===== src/rtl/uart_tx_merge.sv =====
// Merges byte writes from two harts into one ordered UART transmit stream.
// First-word fall-through FIFO; hart A's byte always precedes hart B's in a cycle.
module uart_tx_merge #(
    parameter int unsigned DEPTH = 16,
    parameter int unsigned AW    = $clog2(DEPTH)
) (
    input  logic          clk,
    input  logic          reset,
    input  logic          a_valid,
    input  logic [7:0]    a_data,
    input  logic          b_valid,
    input  logic [7:0]    b_data,
    output logic          a_busy,
    output logic          b_busy,
    output logic [7:0]    tx_data,
    output logic          tx_valid,
    input  logic          tx_ready,
    output logic [AW:0]   count,
    output logic          overflow
);

    localparam int unsigned CW = AW + 1;

    logic [7:0]    mem [DEPTH];
    logic [AW-1:0] wr_ptr;
    logic [AW-1:0] rd_ptr;
    logic [AW-1:0] wr_ptr_b;
    logic [CW-1:0] count_q;
    logic [CW-1:0] free;
    logic          overflow_q;
    logic          acc_a;
    logic          acc_b;
    logic          pop;

    // Acceptance uses this cycle's free space only; a same-cycle pop never makes room.
    always_comb begin
        free     = CW'(DEPTH) - count_q;
        acc_a    = a_valid && (free >= CW'(1));
        acc_b    = b_valid && (free >= (acc_a ? CW'(2) : CW'(1)));
        pop      = tx_valid && tx_ready;
        wr_ptr_b = wr_ptr + AW'(acc_a);
    end

    assign tx_valid = (count_q != '0);
    assign tx_data  = mem[rd_ptr];
    assign a_busy   = (free < CW'(2));
    assign b_busy   = a_busy;
    assign count    = count_q;
    assign overflow = overflow_q;

    always_ff @(posedge clk or posedge reset) begin
        if (reset) begin
            wr_ptr     <= '0;
            rd_ptr     <= '0;
            count_q    <= '0;
            overflow_q <= 1'b0;
        end else begin
            wr_ptr  <= wr_ptr + AW'(acc_a) + AW'(acc_b);
            rd_ptr  <= rd_ptr + AW'(pop);
            count_q <= count_q + CW'(acc_a) + CW'(acc_b) - CW'(pop);
            if ((a_valid && !acc_a) || (b_valid && !acc_b)) begin
                overflow_q <= 1'b1;
            end
        end
    end

    // Storage needs no reset; pointers and count define validity.
    always_ff @(posedge clk) begin
        if (acc_a) begin
            mem[wr_ptr] <= a_data;
        end
        if (acc_b) begin
            mem[wr_ptr_b] <= b_data;
        end
    end

endmodule


===== config.mk =====
export PLATFORM = sky130hd
export DESIGN_NAME = uart_tx_merge
export DESIGN_NICKNAME = d
export VERILOG_FILES = /design/src/rtl/uart_tx_merge.sv
export SDC_FILE = /design/constraint.sdc
export NUM_CORES = 1
export LEC_CHECK = 0
export BUFFER_PORTS_ARGS = -buffer_cell sky130_fd_sc_hd__buf_2
export CORE_MARGIN = 3
export CORE_UTILIZATION = 25
export CTS_CLUSTER_DIAMETER = 120
export CTS_CLUSTER_SIZE = 20
export DETAILED_ROUTE_END_ITERATION = 12
export PLACE_DENSITY = 0.47
export SLEW_MARGIN = 40
export SYNTH_ARGS = -nofsm -noshare
export SYNTH_HDL_FRONTEND = slang
export SYNTH_SLANG_ARGS = --single-unit

===== constraint.sdc =====
create_clock -name clk -period 4.6 [get_ports clk]
set_input_delay 0.23 -clock clk [delete_from_list [all_inputs] [get_ports clk]]
set_output_delay 0.23 -clock clk [all_outputs]
set_load 0.01 [all_outputs]

==> results.py, run 1 <==
metrics = {
    "outcome": {
        "status": "complete, no violations",
    },
    "clocking": {
        "htreeDepth": 4,
        "numCtsBuffers": 17,
        "cts.sinks": 142,
        "clk_latency_ns": 0.43,
        "root_buffer": "clkbuf_16",
        "cts_tree": "yes",
        "clk_path_buf_depth": 2,
        "cts_setup_buffers": 0,
        "clkTransAtPathRegs_ns": 0.06,
    },
    "floorplanning": {
        "start_util_pct": 25.4,
        "core_area_mm2": 0.0316,
        "die-area_mm2": 0.0343,
        "die_h_um": 185,
        "ios": 38,
        "rows": 65,
        "die-width_um": 185,
    },
    "worst_setup_path": {
        "cp_cell_sequence": "inv_1 -> ha_1 -> and2_1 -> ha_1 -> nand2_1 -> o31ai_2 -> inv_1 -> ha_1 -> ha_1 -> nor2b_1 -> a22oi_1 -> or4_1 -> o21ai_1",
        "worstPathArrival_ns": 4.35,
        "cp_max_fo": 10,
        "cp_slowest_stage_delay_ns": 0.68,
        "path_class": "reg -> reg",
        "reg2reg_depth": 13,
        "path_buf_inv": 2,
        "worstReg2RegStart": "count[3]$_DFF_PP0_",
        "critPathLaunch": "count[3]$_DFF_PP0_",
        "cp_top_family": "simple AND/OR/NAND/NOR gates",
        "r2r_setup_slack_ns": 0.30,
        "path_common_cell": "ha_1",
        "crit_required_ns": 4.65,
        "rr_endpoint": "mem[4][0]$_DFFE_PP_",
        "cp_slowest_cell": "or4_1",
        "worstSetupEndpointType": "register",
        "startpoint_type": "register",
    },
    "timing": {
        "fmax_ghz": 0.233,
        "clock-skew-final_ns": 0.0119,
        "finalCritPeriodShare_pct": 93.5,
        "maxSlewHeadroom_pct": 45.3,
        "fin_tns_setup_ns": 0,
        "setup_viol": 0,
        "drv_slew": 0,
        "setup_ws_ns": 0.301,
        "finalHoldViolCount": 0,
        "tightestPinTransition_ns": 0.814,
        "finalCriticalPeriod_ns": 4.30,
        "rsz0062_at_grt": "no",
    },
    "finish": {
        "final_common_cell": "edfxtp_1",
        "synthToLayoutAreaGrowth_pct": 15.6,
        "drive_above_1_share_pct": 44.9,
        "mostFrequentLayoutCells": "edfxtp_1 (128), mux2_2 (120), buf_2 (37)",
        "n_antenna_cell": 0,
        "final_nets": 621,
    },
    "global_routing": {
        "grt_pass1_wl_um": 34600,
        "grt_antenna_before_repair": 1,
        "grt_overflow": 0,
        "grt_usage_pct": 13.7,
        "first_global_vias": 5221,
        "grt_max_degree": 23,
    },
    "power_and_ir_drop": {
        "power_density_mw_per_mm2": 659,
        "ir_worst_vdd_mv": 0.195,
        "leakagePower_nw": 3.30,
    },
    "routing": {
        "ant_nets": 0,
        "drtIter0Drc": 416,
        "num_vias": 5007,
        "drtPass1Iterations": 5,
        "drc": 0,
        "wire_per_inst_um": 22.8,
        "vias_per_cell": 5.02,
        "totalWireLength_um": 22800,
    },
    "placement": {
        "place_hpwl_um": 15800,
        "place_congestion": 0.794,
        "port_buffers": 37,
        "pre_cts_ws_ns": 0.270,
    },
    "synth": {
        "ys_seq_area_share_pct": 52.2,
        "synthesis.nets": 593,
        "synthesis.instances": 554,
        "yosysWarnings": 0,
        "avgSynthCellArea_um2": 14.5,
        "synth_edf_count": 128,
        "ys_types": 56,
        "netlist_area_mm2": 0.00804,
        "ys_ff_latch": 142,
        "async_flop_share_pct": 9.86,
        "yosys_most_used_dff": "edfxtp_1",
    },
    "min_path": {
        "whs_endpoint": "overflow$_DFFE_PP0P_",
        "min_from": "b_valid",
        "hp-class": "in -> reg",
        "holdPathStages": 2,
    },
    "run": {
        "cap_violations": 0,
    },
}
sequential cells by signal (all words and copies together) (netlist names):
signal,count
overflow,1
rd_ptr,4
mem,128
wr_ptr,4
count,5
routing by layer:
metal / wire length, um / track usage, % / vias to the layer above / part of all wire, %
li1: - / - / 2214 / -
met1: 10400 / 18.3 / 2659 / 46
met2: 11100 / 22.6 / 119 / 49
met3: 983 / 2.99 / 15 / 4.3
met4: 286 / 3.57 / 0 / 1.3
met5: 0 / 0 / - / 0
cell type report:
| class | count | area, um2 |
|---|---|---|
| fill | 3138 | 22300 |
| sequential | 142 | 4200 |
| multi-input combinational | 353 | 3630 |
| tap | 402 | 503 |
| clock buffer | 18 | 429 |
| timing repair buffer | 54 | 315 |
| clock inverter | 14 | 159 |
| inverter | 14 | 52.6 |
stage by stage:
stage	instance area, um2	hold slack (ns)	utilization (%)	std cells	total power [mW]
floorplan	8040	0.119	-	554	3.87
global placement	8650	0.327	27.3	964	4.71
detailed placement	8690	0.338	27.5	964	4.77
CTS	9290	0.115	29.3	997	6.17
global route	9290	0.123	29.4	997	6.48
finish	9290	0.127	29.4	997	6.12
kinds of logic after synthesis:
group	share of synthesized area, %
adders and majority gates	2.89
and+or+nand+nor	6.44
AOI/OAI and AO/OA	5.95
xor gates and xnor gates	1.96
buffers and inverters	3.32
DFF	52.2
muxes	27.3
Yosys cell counts (5+ instances only):
cell,number,area [um2]
a221oi_1,8,70.1
o21ai_0,22,110
mux4_2,16,360
mux2_4,16,240
buf_2,12,60.1
xor2_1,5,43.8
a22oi_1,9,67.6
nor3_1,5,25.0
nor4_4,6,128
xnor2_1,8,70.1
clkbuf_1,27,101
nor2_1,8,30.0
ha_1,17,213
inv_1,14,52.6
or4_1,5,37.5
mux2i_1,24,240
mux2_2,120,1350
a21oi_1,9,45.0
nand2_1,20,75.1
dfrtp_1,14,350
edfxtp_1,128,3840
power breakdown:
group / internal, mW / leakage, nW / switching, mW / total [mW]
Sequential: 1.84 / 1.33 / 0.336 / 2.17
Clock: 0.810 / 0.288 / 0.587 / 1.40
Combinational: 1.07 / 1.69 / 1.48 / 2.55
worst max-delay path by stage:
| stage | to | depth (start not counted) |
|---|---|---|
| 2_1_floorplan | count[4]$_DFF_PP0_ | 20 |
| 3_3_place_gp | mem[0][6]$_DFFE_PP_ | 12 |
| 3_5_place_dp | mem[0][2]$_DFFE_PP_ | 12 |
| 4_1_cts | mem[0][2]$_DFFE_PP_ | 12 |
| 5_1_grt | mem[0][0]$_DFFE_PP_ | 13 |
| 6_report | mem[4][0]$_DFFE_PP_ | 13 |
repair_timing:
item,CTS,global route
hold buffers,1,0
resized for setup,0,1
endpoints found under the setup margin,0,10
endpoints found under the hold margin,14,0
Power figures use the tool's default switching activity.
==> run 2: changes to the inputs <==
REMOVE_ABC_BUFFERS = 1   (was default)
==> run 2 against run 1 <==
Against the previous run:
- register-to-register slack better by 0.10 ns
- clock power barely moved
- first-iteration DRC count fell by 41%
- clock-buffer cell count is 1 lower
- clock skew fell by 0.00057 ns
- worst hold slack got worse by 0.020 ns
- power fell by 0.39%
- combinational power about the same
- die area stayed put
==> results.py, run 2 (synthesis gave the netlist of run 1 again) <==
metrics = {
    "min_path": {
        "hp-class": "in -> reg",
        "holdPathStages": 2,
        "whs_endpoint": "overflow$_DFFE_PP0P_",
        "min_from": "a_valid",
    },
    "worst_setup_path": {
        "worstSetupEndpointType": "register",
        "cp_slowest_stage_delay_ns": 0.60,
        "cp_cell_sequence": "inv_1 -> ha_1 -> or3_1 -> o31ai_2 -> inv_1 -> ha_1 -> ha_1 -> nand2_1 -> nor2_1 -> o31a_1 -> nand3_1 -> mux2_2",
        "path_class": "reg -> reg",
        "worstPathArrival_ns": 4.36,
        "r2r_setup_slack_ns": 0.40,
        "crit_required_ns": 4.76,
        "startpoint_type": "register",
        "cp_max_fo": 11,
        "worstReg2RegStart": "count[0]$_DFF_PP0_",
        "cp_slowest_cell": "ha_1",
        "path_common_cell": "ha_1",
        "rr_endpoint": "mem[7][4]$_DFFE_PP_",
        "reg2reg_depth": 12,
    },
    "timing": {
        "maxSlewHeadroom_pct": 49.7,
        "clock-skew-final_ns": 0.0114,
        "setup_viol": 0,
        "rsz0062_at_grt": "no",
        "drv_slew": 0,
        "finalHoldViolCount": 0,
        "finalCritPeriodShare_pct": 91.3,
        "fin_hold_ws_ns": 0.107,
        "fmax_ghz": 0.238,
        "tightestPinTransition_ns": 0.752,
        "finalCriticalPeriod_ns": 4.20,
    },
    "clocking": {
        "clk_path_buf_depth": 2,
        "cts_hold_buffers": 1,
        "cts_setup_buffers": 0,
        "clkTransAtPathRegs_ns": 0.07,
        "cts_resized": 0,
        "numCtsBuffers": 17,
        "clk_latency_ns": 0.43,
        "root_buffer": "clkbuf_16",
        "cts.sinks": 142,
        "cts_tree": "yes",
        "htreeDepth": 4,
    },
    "power_and_ir_drop": {
        "power_frac_seq_pct": 34.8,
        "switching_power_mw": 2.37,
        "leakagePower_nw": 3.30,
        "ir_worst_vdd_mv": 0.244,
        "clockPowerShare_pct": 23.2,
        "switching_share_pct": 38.9,
        "internal-power_mw": 3.72,
        "power_density_mw_per_mm2": 655,
        "combPwrFrac_pct": 42.0,
        "p_total_mw": 6.10,
    },
    "routing": {
        "wl_met3_um": 606,
        "drtIter0Drc": 244,
        "vias_per_cell": 4.81,
        "drtPass1Iterations": 4,
        "num_vias": 4783,
        "ant_nets": 0,
        "totalWireLength_um": 21400,
        "wl_met1_um": 9260,
        "wire_per_inst_um": 21.5,
        "highest_layer": "met4",
        "route.met2.wl_um": 11200,
        "drc": 0,
    },
    "global_routing": {
        "first_global_vias": 5228,
        "grt_pass1_wl_um": 32900,
        "grt_antenna_before_repair": 0,
        "grt_max_degree": 33,
        "grt_usage_pct": 12.9,
        "grt_overflow": 0,
    },
    "floorplanning": {
        "die-width_um": 185,
        "die_h_um": 185,
        "rows": 65,
        "core_area_mm2": 0.0316,
        "ios": 38,
        "die-area_mm2": 0.0343,
        "start_util_pct": 25.4,
    },
    "finish": {
        "synthToLayoutAreaGrowth_pct": 15.8,
        "final_nets": 619,
        "final_common_cell": "edfxtp_1",
        "n_antenna_cell": 0,
        "largest_register": "mem",
        "mostFrequentLayoutCells": "edfxtp_1 (128), mux2_2 (120), buf_2 (37)",
        "largest_reg_flops": 128,
        "n_fill_cell": 3124,
        "drive_above_1_share_pct": 45.2,
    },
    "placement": {
        "port_buffers": 37,
        "place_hpwl_um": 15300,
        "place_congestion": 0.785,
    },
    "run": {
        "cap_violations": 0,
    },
    "outcome": {
        "status": "complete, no violations",
    },
}
==> run 2: cell count changes in the layout (fill, tap and decap cells not counted), moves of 2 or more <==
cell / before / now
o21ai_0: 21 / 19
o21ai_2: 0 / 3
clkinv_4: 4 / 1
buf_4: 16 / 14
clkinvlp_4: 1 / 4
inv_8: 1 / 3
==> run 2: critical path, delay by kind of cell (launching register included) <==
family                     cells  cell delay (ns)
muxes                          1             0.40
DFF                            1             0.44
adders and majority gates      3             1.15
AOI/OAI and AO/OA              2             0.55
and+or+nand+nor                4             1.23
buffers and inverters          2             0.18
==> run 2: how the worst max path moves through the flow <==
stage,start,cells past startpoint,to
CTS,count[0]$_DFF_PP0_,10,mem[14][6]$_DFFE_PP_
global route,count[0]$_DFF_PP0_,14,mem[7][4]$_DFFE_PP_
floorplan,count[3]$_DFF_PP0_,19,count[4]$_DFF_PP0_
finish,count[0]$_DFF_PP0_,12,mem[7][4]$_DFFE_PP_
global placement,count[3]$_DFF_PP0_,13,mem[4][1]$_DFFE_PP_
detailed placement,count[0]$_DFF_PP0_,10,mem[14][4]$_DFFE_PP_
==> run 2: metrics by stage <==
step	util (%)	TNS (ns)	cell area [um2]	std cells	setup slack, ns
floorplan	-	-0.258	7830	509	-0.239
global placement	27.3	0	8630	962	0.0236
detailed placement	27.4	0	8680	962	0.379
CTS	29.4	0	9300	995	0.339
global route	29.4	0	9310	995	0.0601
finish	29.4	0	9310	995	0.401
==> run 2: cell type report <==
cell class	instances	area, um2	share of cell area [%]
clock inverter	15	180	1.93
inverter	14	52.6	0.564
timing repair buffer	52	300	3.22
clock buffer	17	425	4.57
tap	402	503	5.40
multi-input combinational	353	3650	39.2
sequential	142	4200	45.1
==> run 2: power by group through the flow <==
stage	combinational [mW]	sequential, mW	clock (mW)
finish	2.56	2.12	1.41
global route	2.80	2.16	1.50
CTS	2.59	2.13	1.44
detailed placement	2.58	2.15	0
global placement	2.53	2.14	0
floorplan	1.70	2.10	0
==> run 2: routing by layer <==
metal	GRT usage, %	vias to the layer above
li1	-	2214
met1	16.0	2453
met2	22.9	88
met3	2.18	28
met4	4.08	0
met5	0	-
==> run 3: changes to the inputs <==
PLACE_DENSITY = 0.45   (was 0.47)
clock period = 5.2 ns   (was 4.6 ns; I/O delays follow)
==> run 3 against run 2 <==
Against the previous run:
- clock skew fell by 0.0013 ns
- worst hold slack better by 0.063 ns
- largest cell class unchanged
- clock power down 13%
- cell area shrank 0.31%
- clock-buffer cell count unchanged
- worst setup slack better by 0.0041 ns
==> results.py, run 3 (synthesis gave the netlist of run 1 again) <==
metrics = {
    "finish": {
        "mostFrequentLayoutCells": "edfxtp_1 (128), mux2_2 (120), buf_2 (37)",
        "final_common_cell": "edfxtp_1",
        "synthToLayoutAreaGrowth_pct": 15.5,
        "drive_above_1_share_pct": 44.8,
        "largest_register": "mem",
        "final_nets": 620,
        "fin_area_mm2": 0.00928,
        "n_antenna_cell": 0,
        "largest_reg_flops": 128,
    },
    "worst_setup_path": {
        "path_buf_inv": 4,
        "cp_top_family": "compound AO/OA/AOI/OAI gates",
        "startpoint_type": "register",
        "crit_required_ns": 5.32,
        "path_class": "reg -> reg",
        "cp_slowest_stage_delay_ns": 0.66,
        "critPathLaunch": "count[3]$_DFF_PP0_",
        "worstSetupEndpointType": "register",
        "cp_max_fo": 12,
        "worstReg2RegStart": "count[3]$_DFF_PP0_",
        "cp_slowest_cell": "o31ai_4",
        "worstPathArrival_ns": 4.92,
        "cp_cell_sequence": "inv_1 -> ha_1 -> and2_1 -> ha_1 -> nand2_1 -> o31ai_4 -> inv_1 -> ha_1 -> inv_1 -> nor2_1 -> o31a_1 -> nand2b_1 -> o21ai_0 -> buf_4",
    },
    "global_routing": {
        "grt_overflow": 0,
        "grt_max_degree": 35,
        "grt_usage_pct": 13.8,
        "grt_pass1_wl_um": 34300,
        "grt_antenna_before_repair": 0,
        "first_global_vias": 5210,
    },
    "routing": {
        "drc": 0,
        "num_vias": 4872,
        "ant_nets": 0,
        "drtPass1Iterations": 4,
        "drtIter0Drc": 435,
        "vias_per_cell": 4.89,
        "wire_per_inst_um": 23.1,
        "totalWireLength_um": 23000,
    },
    "floorplanning": {
        "rows": 65,
        "die-width_um": 185,
        "core_area_mm2": 0.0316,
        "ios": 38,
        "die-area_mm2": 0.0343,
        "die_h_um": 185,
        "start_util_pct": 25.4,
    },
    "power_and_ir_drop": {
        "ir_worst_vdd_mv": 0.260,
        "power_density_mw_per_mm2": 583,
        "leakagePower_nw": 3.30,
    },
    "timing": {
        "clock-skew-final_ns": 0.0101,
        "finalCriticalPeriod_ns": 4.79,
        "tightestPinTransition_ns": 0.782,
        "maxSlewHeadroom_pct": 47.5,
        "rsz0062_at_grt": "no",
        "drv_slew": 0,
        "fin_tns_setup_ns": 0,
        "setup_viol": 0,
        "fmax_ghz": 0.209,
        "finalCritPeriodShare_pct": 92.2,
        "finalHoldViolCount": 0,
    },
    "placement": {
        "place_hpwl_um": 15400,
        "port_buffers": 37,
        "place_area_mm2": 0.00868,
        "place_congestion": 0.761,
    },
    "clocking": {
        "root_buffer": "clkbuf_16",
        "cts_setup_buffers": 0,
        "clkTransAtPathRegs_ns": 0.06,
        "cts_tree": "yes",
        "clk_path_buf_depth": 2,
        "htreeDepth": 4,
        "cts.sinks": 142,
        "numCtsBuffers": 17,
        "clk_latency_ns": 0.42,
    },
    "min_path": {
        "hp-class": "in -> reg",
        "min_from": "a_valid",
    },
    "run": {
        "cap_violations": 0,
    },
    "outcome": {
        "status": "complete, no violations",
    },
}
## run 3: per-layer routing
metal	GRT usage, %	vias up	part of all wire (%)
met5	0	-	0
met4	4.65	0	1.9
li1	-	2214	-
met3	2.00	28	4.3
met1	17.7	2483	43
met2	24.0	147	51
## run 3: cell type report
type | instances | area, um2
inverter | 14 | 52.6
fill | 3157 | 22400
multi-input combinational | 353 | 3630
timing repair buffer | 53 | 308
clock buffer | 17 | 425
clock inverter | 15 | 164
tap | 402 | 503
sequential | 142 | 4200
## run 3: power by group
part / leakage, nW / switching, mW / total, mW / internal, mW
logic: 1.68 / 1.36 / 2.30 / 0.942
registers: 1.33 / 0.254 / 1.88 / 1.62
clock network: 0.293 / 0.546 / 1.23 / 0.685
total: 3.30 / 2.16 / 5.41 / 3.25
## run 3: timing repair
action / 4_1_cts / 5_1_grt
gates resized for setup: 0 / 0
hold endpoints to repair: 14 / 0
hold buffers: 1 / 0
## run 3: final timing paths
kind | endpoint | slack [ns] | depth (start not counted)
worst max-delay path | mem[11][0]$_DFFE_PP_ | 0.41 | 14
worst min-delay path | overflow$_DFFE_PP0P_ | 0.17 | 2
worst max register to register | mem[11][0]$_DFFE_PP_ | 0.41 | 14
worst min register to register | overflow$_DFFE_PP0P_ | 0.50 | 1
max in group asynchronous | rd_ptr[0]$_DFF_PP0_ | 4.34 | 3
min in group asynchronous | count[2]$_DFF_PP0_ | 0.43 | 3
## run 3: per-stage QoR
stage | power [mW] | worst slack [ns] | std cells | hold WS [ns] | util, %
5_1_grt | 5.73 | 0.117 | 996 | 0.167 | 29.3
3_3_place_gp | 4.17 | 0.336 | 963 | 0.339 | 27.3
2_1_floorplan | 3.36 | 0.361 | 509 | 0.149 | -
3_5_place_dp | 4.23 | 0.391 | 963 | 0.359 | 27.4
6_report | 5.41 | 0.405 | 996 | 0.170 | 29.3
4_1_cts | 5.47 | 0.343 | 996 | 0.158 | 29.3
## run 3: worst register-to-register path, stage by stage (launching register included)
cell      delay (ns)
dfrtp_1         0.49
inv_1           0.11
ha_1            0.20
and2_1          0.15
ha_1            0.27
nand2_1         0.19
o31ai_4         0.66
inv_1           0.13
ha_1            0.65
inv_1           0.29
nor2_1          0.21
o31a_1          0.28
nand2b_1        0.40
o21ai_0         0.23
buf_4           0.23
